[config.mk]
export PLATFORM = sky130hd
export DESIGN_NAME = generation_collector
export DESIGN_NICKNAME = d
export VERILOG_FILES = /design/src/rtl/conware_pkg.sv /design/src/rtl/row_skid_fifo.sv /design/src/rtl/generation_collector.sv
export SDC_FILE = /design/constraint.sdc
export NUM_CORES = 1
export LEC_CHECK = 0
export ABC_AREA = 0
export CAP_MARGIN = 5
export CORE_UTILIZATION = 49
export CTS_CLUSTER_DIAMETER = 200
export DETAILED_ROUTE_END_ITERATION = 12
export PLACE_DENSITY = 0.74
export SLEW_MARGIN = 10
export SYNTH_ARGS = -nofsm -noshare
export SYNTH_HDL_FRONTEND = slang
export SYNTH_SLANG_ARGS = --single-unit
[constraint.sdc]
create_clock -name clk -period 2.5 [get_ports clk]
set_input_delay 0.5 -clock clk [delete_from_list [all_inputs] [get_ports clk]]
set_output_delay 0.5 -clock clk [all_outputs]
set_load 0.005 [all_outputs]
[src/rtl/conware_pkg.sv]
// Shared types and defaults for the generation collector.
package conware_pkg;

  typedef enum logic [1:0] {
    StIdle,
    StPrime,
    StCollect,
    StDrain
  } gc_state_e;

  localparam int unsigned DefaultW  = 8;
  localparam int unsigned DefaultH  = 8;
  localparam int unsigned FifoDepth = 2;

endpackage

[src/rtl/row_skid_fifo.sv]
// Two-entry row buffer between the shredder capture point and the downstream consumer.
module row_skid_fifo
  import conware_pkg::*;
#(
  parameter int unsigned Width = 8
) (
  input  logic             clk,
  input  logic             rst,
  input  logic             in_valid,
  input  logic [Width-1:0] in_data,
  output logic             in_ready,
  output logic             out_valid,
  output logic [Width-1:0] out_data,
  input  logic             out_ready,
  output logic [1:0]       count
);

  logic [Width-1:0] mem_q [2];
  logic [Width-1:0] mem_d [2];
  logic             wr_ptr_q, wr_ptr_d;
  logic             rd_ptr_q, rd_ptr_d;
  logic [1:0]       cnt_q, cnt_d;
  logic             push, pop;

  always_comb begin
    in_ready  = (cnt_q < 2'(FifoDepth));
    out_valid = (cnt_q != 2'd0);
    out_data  = mem_q[rd_ptr_q];
    count     = cnt_q;
    push      = in_valid && in_ready;
    pop       = out_valid && out_ready;
    mem_d     = mem_q;
    if (push) mem_d[wr_ptr_q] = in_data;
    wr_ptr_d  = wr_ptr_q ^ push;
    rd_ptr_d  = rd_ptr_q ^ pop;
    cnt_d     = cnt_q + {1'b0, push} - {1'b0, pop};
  end

  always_ff @(posedge clk or posedge rst) begin
    if (rst) begin
      mem_q[0] <= '0;
      mem_q[1] <= '0;
      wr_ptr_q <= 1'b0;
      rd_ptr_q <= 1'b0;
      cnt_q    <= 2'd0;
    end else begin
      mem_q    <= mem_d;
      wr_ptr_q <= wr_ptr_d;
      rd_ptr_q <= rd_ptr_d;
      cnt_q    <= cnt_d;
    end
  end

endmodule

[src/rtl/generation_collector.sv]
// Collects one next-generation frame from a shredder row: discards the two priming
// advances, buffers H captured rows and counts live cells.
module generation_collector
  import conware_pkg::*;
#(
  parameter int unsigned W = DefaultW,
  parameter int unsigned H = DefaultH
) (
  input  logic                       clk,
  input  logic                       rst,
  input  logic                       start,
  input  logic                       adv_in,
  input  logic [W-1:0]               ns_in,
  output logic                       adv_ready,
  output logic                       row_valid,
  input  logic                       row_ready,
  output logic [W-1:0]               row_data,
  output logic [$clog2(H)-1:0]       row_idx,
  output logic                       row_last,
  output logic [$clog2(W*H+1)-1:0]   live_count,
  output logic                       frame_done,
  output logic                       busy,
  output logic                       err
);

  localparam int unsigned IW = $clog2(H);
  localparam int unsigned LW = $clog2(W * H + 1);
  localparam int unsigned RW = $clog2(H + 1);
  localparam int unsigned AW = $clog2(H + 3);
  localparam int unsigned EW = W + IW + 1;
  localparam logic [AW-1:0] AdvMax  = AW'(H + 2);
  localparam logic [RW-1:0] RowLast = RW'(H - 1);
  localparam logic [RW-1:0] RowEnd  = RW'(H);

  gc_state_e       state_q, state_d;
  logic            adv_d_q;
  logic [AW-1:0]   adv_cnt_q, adv_cnt_d;
  logic [RW-1:0]   row_cnt_q, row_cnt_d;
  logic [LW-1:0]   live_q, live_d;
  logic            err_q, err_d;
  logic            adv_acc, capture;
  logic [1:0]      fifo_cnt;
  logic            fifo_in_ready;
  logic [EW-1:0]   fifo_in_data, fifo_out_data;

  function automatic logic [LW-1:0] popcount(input logic [W-1:0] v);
    logic [LW-1:0] c;
    c = '0;
    for (int i = 0; i < W; i++) c = c + LW'(v[i]);
    return c;
  endfunction

  always_comb begin
    adv_ready = ((state_q == StPrime) || (state_q == StCollect)) &&
                (({1'b0, fifo_cnt} + {2'b0, adv_d_q}) < 3'(FifoDepth));
    adv_acc   = adv_in && adv_ready;
    // Advance k lands here with adv_cnt_q == k+1; only k >= 2 carries a real row.
    capture   = (state_q == StCollect) && adv_d_q && (adv_cnt_q >= AW'(3)) &&
                (row_cnt_q < RowEnd) && fifo_in_ready;
    err_d     = err_q | (adv_in & ~adv_ready);
    adv_cnt_d = (adv_acc && (adv_cnt_q != AdvMax)) ? adv_cnt_q + 1'b1 : adv_cnt_q;
    row_cnt_d = row_cnt_q;
    live_d    = live_q;
    if (capture) begin
      row_cnt_d = row_cnt_q + 1'b1;
      live_d    = live_q + popcount(ns_in);
    end
    state_d    = state_q;
    frame_done = 1'b0;
    unique case (state_q)
      StIdle: begin
        if (start) begin
          state_d   = StPrime;
          adv_cnt_d = '0;
          row_cnt_d = '0;
          live_d    = '0;
        end
      end
      StPrime:   if (adv_acc && (adv_cnt_q == AW'(1))) state_d = StCollect;
      StCollect: if (capture && (row_cnt_q == RowLast)) state_d = StDrain;
      StDrain: begin
        if (!row_valid && !adv_d_q) begin
          state_d    = StIdle;
          frame_done = 1'b1;
        end
      end
      default: state_d = StIdle;
    endcase
  end

  always_ff @(posedge clk or posedge rst) begin
    if (rst) begin
      state_q   <= StIdle;
      adv_d_q   <= 1'b0;
      adv_cnt_q <= '0;
      row_cnt_q <= '0;
      live_q    <= '0;
      err_q     <= 1'b0;
    end else begin
      state_q   <= state_d;
      adv_d_q   <= adv_acc;
      adv_cnt_q <= adv_cnt_d;
      row_cnt_q <= row_cnt_d;
      live_q    <= live_d;
      err_q     <= err_d;
    end
  end

  assign fifo_in_data = {ns_in, row_cnt_q[IW-1:0], row_cnt_q == RowLast};

  row_skid_fifo #(
    .Width (EW)
  ) u_fifo (
    .clk       (clk),
    .rst       (rst),
    .in_valid  (capture),
    .in_data   (fifo_in_data),
    .in_ready  (fifo_in_ready),
    .out_valid (row_valid),
    .out_data  (fifo_out_data),
    .out_ready (row_ready),
    .count     (fifo_cnt)
  );

  assign row_data   = fifo_out_data[EW-1 -: W];
  assign row_idx    = fifo_out_data[IW:1];
  assign row_last   = fifo_out_data[0];
  assign live_count = live_q;
  assign busy       = (state_q != StIdle);
  assign err        = err_q;

endmodule

After elaboration in Yosys (flattened, before gate mapping)

Index checks and enable logic that the tools add are counted.

Bits of input ports: 13
Register bits after elaboration: 47
Output and inout port bits: 24

$lt $le $gt $ge: 7
Add/sub/neg operators: 13
Reductions and logical operators: 20
Muxes and demuxes: 22
Bitwise operators: 7
Equal/unequal tests: 10

Operators with widths:

| kind                  | number |
|---|---|
| $mux W12              | 4 |
| $bwmux W24            | 1 |
| $mux W4               | 6 |
| $mux W7               | 3 |
| $logic_and A1 B1 Y1   | 13 |
| $demux W12 S1         | 1 |
| $add A4 B1 Y4 const B | 2 |
| $mux W2               | 4 |
| $pmux W2 S4           | 1 |
| $add A6 B1 Y7         | 1 |
| $add A7 B1 Y7         | 1 |
| $add A7 B7 Y7         | 1 |
| $add A2 B1 Y3         | 2 |
| $add A5 B1 Y6         | 1 |
| $add A4 B1 Y5         | 1 |
| $add A3 B1 Y4         | 1 |
| $eq A2 B2 Y1 const B  | 2 |
| $eq A4 B1 Y1 const B  | 1 |
| $eq A4 B3 Y1 const B  | 1 |
| $ge A2 B2 Y1 const B  | 2 |
| $ge A4 B2 Y1 const B  | 1 |
| $lt A4 B4 Y1 const B  | 1 |
| $ne A2 B1 Y1 const B  | 2 |
| $ne A2 B2 Y1 const B  | 2 |
| 19 further kinds      | 24 |

Longest topological paths before layout

Word-level depth: 11
Depth in mapped cells: 12

Cells and area by module

Synthesis repeated with hierarchy kept, for this count alone.

Cell total of the unflattened synthesis: 220
Area, all modules: 2590.0 µm²

Modules (own cells, without submodules):

| module               | area an instance (µm²) | cells an instance | instances | sequential area each (µm²) |
|---|---|---|---|---|
| generation_collector | 1302.5                 | 134               | 1         | 475.5 |
| row_skid_fifo        | 1287.5                 | 86                | 1         | 700.7 |

Least setup slack after synthesis

Ideal clock, no wire load.

Path kind: input port to flip-flop
Start: in ns_in[0]
End: reg live_q[6] (netlist: live_count[6])
Setup time: 0.132 ns
Setup slack: -0.925 ns
Stages: 11
Data arrival time: 3.293 ns
Path buffers: 0
Cell sequence: fa_1 > inv_1 > fa_1 > fa_1 > fa_1 > fa_1 > nor2b_1 > o21a_1 > o2111ai_1 > xor2_1 > nor2_1

Cells in the longest elaborated chain, start to end: 11

RTL lines:

| what                 | RTL line                    | text |
|---|---|---|
| from (decl)          | generation_collector.sv:13  | `input logic [W-1:0] ns_in,` |
| $add A1 B1 Y2 (*)    | generation_collector.sv:49  | `for (int i = 0; i < W; i++) c = c + LW'(v[i]);` |
| $add A2 B1 Y3 (*)    | generation_collector.sv:49  |  |
| $add A3 B1 Y4 (*)    | generation_collector.sv:49  |  |
| $add A4 B1 Y5 (*)    | generation_collector.sv:49  |  |
| $add A5 B1 Y6 (*)    | generation_collector.sv:49  |  |
| $add A6 B1 Y7 (*)    | generation_collector.sv:49  |  |
| $add A7 B1 Y7 (*)    | generation_collector.sv:49  |  |
| $add A7 B7 Y7 (*)    | generation_collector.sv:66  | `live_d = live_q + popcount(ns_in);` |
| $mux W7 (*)          | generation_collector.sv:64  | `if (capture) begin` |
| $mux W7              | generation_collector.sv:72  | `if (start) begin` |
| $mux W7 (*)          | generation_collector.sv:70  | `unique case (state_q)` |
| named net live_d[6]  | generation_collector.sv:39  | `logic [LW-1:0] live_q, live_d;` |
| to (signal assigned) | generation_collector.sv:104 | `live_q <= live_d;` |
| to (decl)            | generation_collector.sv:39  |  |

Mark *: on every way through the listed nets, which the timed path passes. The rest lies on a longest branch.
A chain may end at the register's enable or synchronous reset.

Worst setup path in the final report

Start: in ns_in[3]
End: reg live_q[6] (netlist: live_count[6])

Cells in the longest elaborated chain, start to end: 9

RTL lines:

| what                | RTL line |
|---|---|
| $add A3 B1 Y4 (*)   | generation_collector.sv:49 |
| $add A4 B1 Y5 (*)   | generation_collector.sv:49 |
| $add A5 B1 Y6 (*)   | generation_collector.sv:49 |
| $add A6 B1 Y7 (*)   | generation_collector.sv:49 |
| $add A7 B1 Y7 (*)   | generation_collector.sv:49 |
| $add A7 B7 Y7 (*)   | generation_collector.sv:66 |
| $mux W7 (*)         | generation_collector.sv:64 |
| $mux W7             | generation_collector.sv:72 |
| $mux W7 (*)         | generation_collector.sv:70 |
| named net live_d[6] | generation_collector.sv:39 |

Marks and branches as above.

==> impl_metrics.json <==
{
  "drc_errors": 0,
  "syn_to_final_growth_pct": 26.4,
  "antenna_left": 0,
  "synthesis.area_um2": 2540,
  "fmax_mhz": 310,
  "gp_congestion": 0.769,
  "synth.avg_cell_area_um2": 12.3,
  "hp-start": "err",
  "required_ps": 2670,
  "ys_types": 40,
  "drtIter0Drc": 82,
  "grt_max_degree": 22,
  "setup_viol": 7,
  "worst_pin_slew_ps": 635,
  "cts_inserted_buffers": 5,
  "max_cap_violations": 0,
  "failed_checks": "setup timing",
  "fp-row-count": 25,
  "ios": 37,
  "die-height_um": 74.0,
  "ys_seq_area_share_pct": 46.4,
  "post-route-util_pct": 66.2,
  "clockBufferDepth": 2,
  "power_density_nw_per_um2": 772,
  "routed-wl-met2_mm": 2.24,
  "r2r_slack_ps": -320,
  "max-vdd-ir-drop_mv": 0.458,
  "clock_sinks": 47,
  "final-hold-violation-count": 0,
  "first_global_vias": 1649,
  "vias": 1638,
  "relSlewSlack_pct": 57.7,
  "path_clk_slew_ps": 90,
  "nNetsFinal": 298,
  "clk_latency_ps": 300,
  "synth_top_cell_by_area": "dfrtp_1",
  "antenna_found_initial": 0,
  "fin_cells": 329,
  "syn_inst": 207,
  "p_leak_nw": 1.58,
  "hp-class": "reg -> reg",
  "cp-start-kind": "primary input",
  "synth_top_area_share_pct": 46.4,
  "crit_fanout": 2,
  "reg2reg_depth": 10,
  "grt_setup_unrepaired": "true",
  "antenna-diode-count": 0,
  "fin_ws_ps": -730,
  "vias_per_cell": 4.98,
  "dieArea_um2": 5470,
  "timing.rr.start": "live_count[0]",
  "clock-root-buffer": "clkbuf_8",
  "endpoint_kind": "flop",
  "drive_gt1_share_pct": 30.9,
  "rr_endpoint": "live_count[6]",
  "place_inst": 319,
  "register_area_um2": 1180,
  "holdWs_ps": 491,
  "nFillCells": 393,
  "ys_seq_elements": 47,
  "htreeDepth": 2,
  "holdPathStages": 1,
  "start_util_pct": 52.3,
  "yosys-top-cells-area": "dfrtp_1, mux2_2, ha_1, fa_1, inv_1",
  "wl_per_cell_um": 14.3,
  "multiInputGateArea_um2": 1290,
  "totalPowerFinal_mw": 2.48,
  "synth_nets": 244,
  "dp_hpwl_mm": 3.47,
  "maxUsedRoutingLayer": "met4",
  "drt-total-wl_mm": 4.71,
  "fin_worst_skew_ps": 7.34,
  "numPortBuffers": 36,
  "core_um2": 4850,
  "finalCriticalPeriod_ps": 3230,
  "drv_slew": 0,
  "hold_end": "err",
  "grt_pass1_wl_mm": 7.78,
  "cts_tree": "built",
  "dr.pass1.iters": 4,
  "grt_use_total_pct": 19.2,
  "wl_met1_mm": 2.28,
  "worstPathArrival_ps": 3400,
  "yosys_warnings": 0,
  "criticalPathCategory": "in -> reg",
  "grt-ovfl-total": 0,
  "outcome": "finished with violations",
  "die_w_um": 74.0,
  "wl_met3_um": 114,
  "fin_crit_sh_pct": 129
}
==> what timing repair did <==
item                                    4_1_cts  5_1_grt
endpoints found under the setup margin        7        8
cloned                                        0        0
hold buffers                                  0        0
resized for setup                            16        4
setup buffers                                 1        1
pin swaps                                     9       10
==> per-stage QoR <==
| stage | setup slack, ps | cell area (um^2) | TNS, ps |
|---|---|---|---|
| floorplan | -828 | 2550 | -4060 |
| global placement | -1390 | 3070 | -8100 |
| detailed placement | -1450 | 3070 | -8540 |
| CTS | -914 | 3180 | -4410 |
| global route | -829 | 3210 | -4370 |
| finish | -730 | 3210 | -3760 |
==> area by class of cell <==
cell class	instances	share of cell area [%]
clock buffers	5	2.15
clock inverters	3	0.624
inverters	21	2.46
multi-input cells	132	40.2
flip-flops and latches	47	36.7
well taps	67	2.61
repair buffers	54	15.3
==> flip-flops by register name (all words and copies together), names as in the netlist, 2 cells and up <==
| signal | flops |
|---|---|
| adv_cnt_q | 4 |
| live_count | 7 |
| row_cnt_q | 4 |
| state_q | 2 |
| u_fifo.count | 2 |
| u_fifo.mem_q | 24 |
==> worst max-delay path, stage by stage <==
cell       delay, ps
buf_6            100
fa_1             530
inv_1             50
fa_1             490
fa_1             430
fa_2             380
fa_2             350
nor2b_1          110
o21a_1           150
o2111ai_2        110
xor2_1           140
nor2_1            50
==> cell usage after synthesis <==
cell type / count
a211oi_1: 2
a21oi_1: 4
a21oi_2: 1
a41oi_2: 1
and2_1: 3
and3_1: 1
and3b_1: 1
buf_1: 3
buf_6: 2
clkbuf_1: 2
dfrtp_1: 47
fa_1: 5
ha_1: 19
inv_1: 21
mux2_1: 1
mux2_2: 36
mux2_4: 1
mux2i_1: 3
nand2_1: 2
nand2b_1: 2
nand3_1: 1
nand4_1: 1
nor2_1: 16
nor2b_1: 1
nor3_2: 1
nor3b_1: 2
o2111ai_1: 1
o211ai_1: 3
o21a_1: 1
o21ai_0: 2
o21ai_1: 2
o21bai_1: 1
o32a_1: 1
o41ai_2: 1
or2_0: 1
or2_2: 1
or3_1: 1
or3b_1: 1
xnor2_1: 5
xor2_1: 7
==> cell families (layout without fill, tap and decap cells) <==
| group | Yosys count | after routing | synth area share [%] |
|---|---|---|---|
| flops | 47 | 47 | 46.4 |
| mux | 41 | 41 | 18.2 |
| simple gates | 35 | 35 | 7.25 |
| buf+inv | 28 | 83 | 4.73 |
| fa+ha+maj | 24 | 24 | 13.3 |
| compound gates | 20 | 20 | 6.02 |
| xor+xnor | 12 | 12 | 4.14 |
==> where the power goes <==
part | leakage, nW | switching (mW) | internal, mW
clock | 0.0402 | 0.265 | 0.195
combinational | 0.901 | 0.464 | 0.551
sequential | 0.636 | 0.106 | 0.895
total | 1.58 | 0.835 | 1.64
==> cells in the final DEF, fill, tap and decap left out, drive strengths merged <==
master,instances
or2,2
fa,5
o21ai,4
clkinv,1
and3,1
or3,1
nand4,1
nor3,1
nand2b,2
o21bai,1
a211oi,2
a41oi,1
nor3b,2
and3b,1
clkdlybuf4s50,33
nor2b,1
mux2,38
nor2,16
a21oi,5
dfrtp,47
inv,21
o32a,1
xor2,7
o2111ai,1
mux2i,3
o41ai,1
o21a,1
nand3,1
clkinvlp,2
buf,21
xnor2,5
ha,19
or3b,1
and2,3
clkbuf,5
nand2,2
o211ai,3
==> worst max-delay path by stage <==
stage / slack [ps] / endpoint / from
2_1_floorplan: -830 / live_count[6] / ns_in[0]
3_3_place_gp: -1390 / live_count[6] / ns_in[0]
3_5_place_dp: -1450 / live_count[6] / ns_in[0]
4_1_cts: -910 / live_count[6] / ns_in[3]
5_1_grt: -830 / live_count[6] / ns_in[3]
6_report: -730 / live_count[6] / ns_in[3]
==> per-layer routing <==
metal | global-route usage, % | up-vias
met5 | 0 | -
met4 | 7.69 | 0
met3 | 3.25 | 7
met2 | 29.5 | 21
met1 | 27.0 | 807
li1 | - | 803
(Power assumes the default switching activity.)
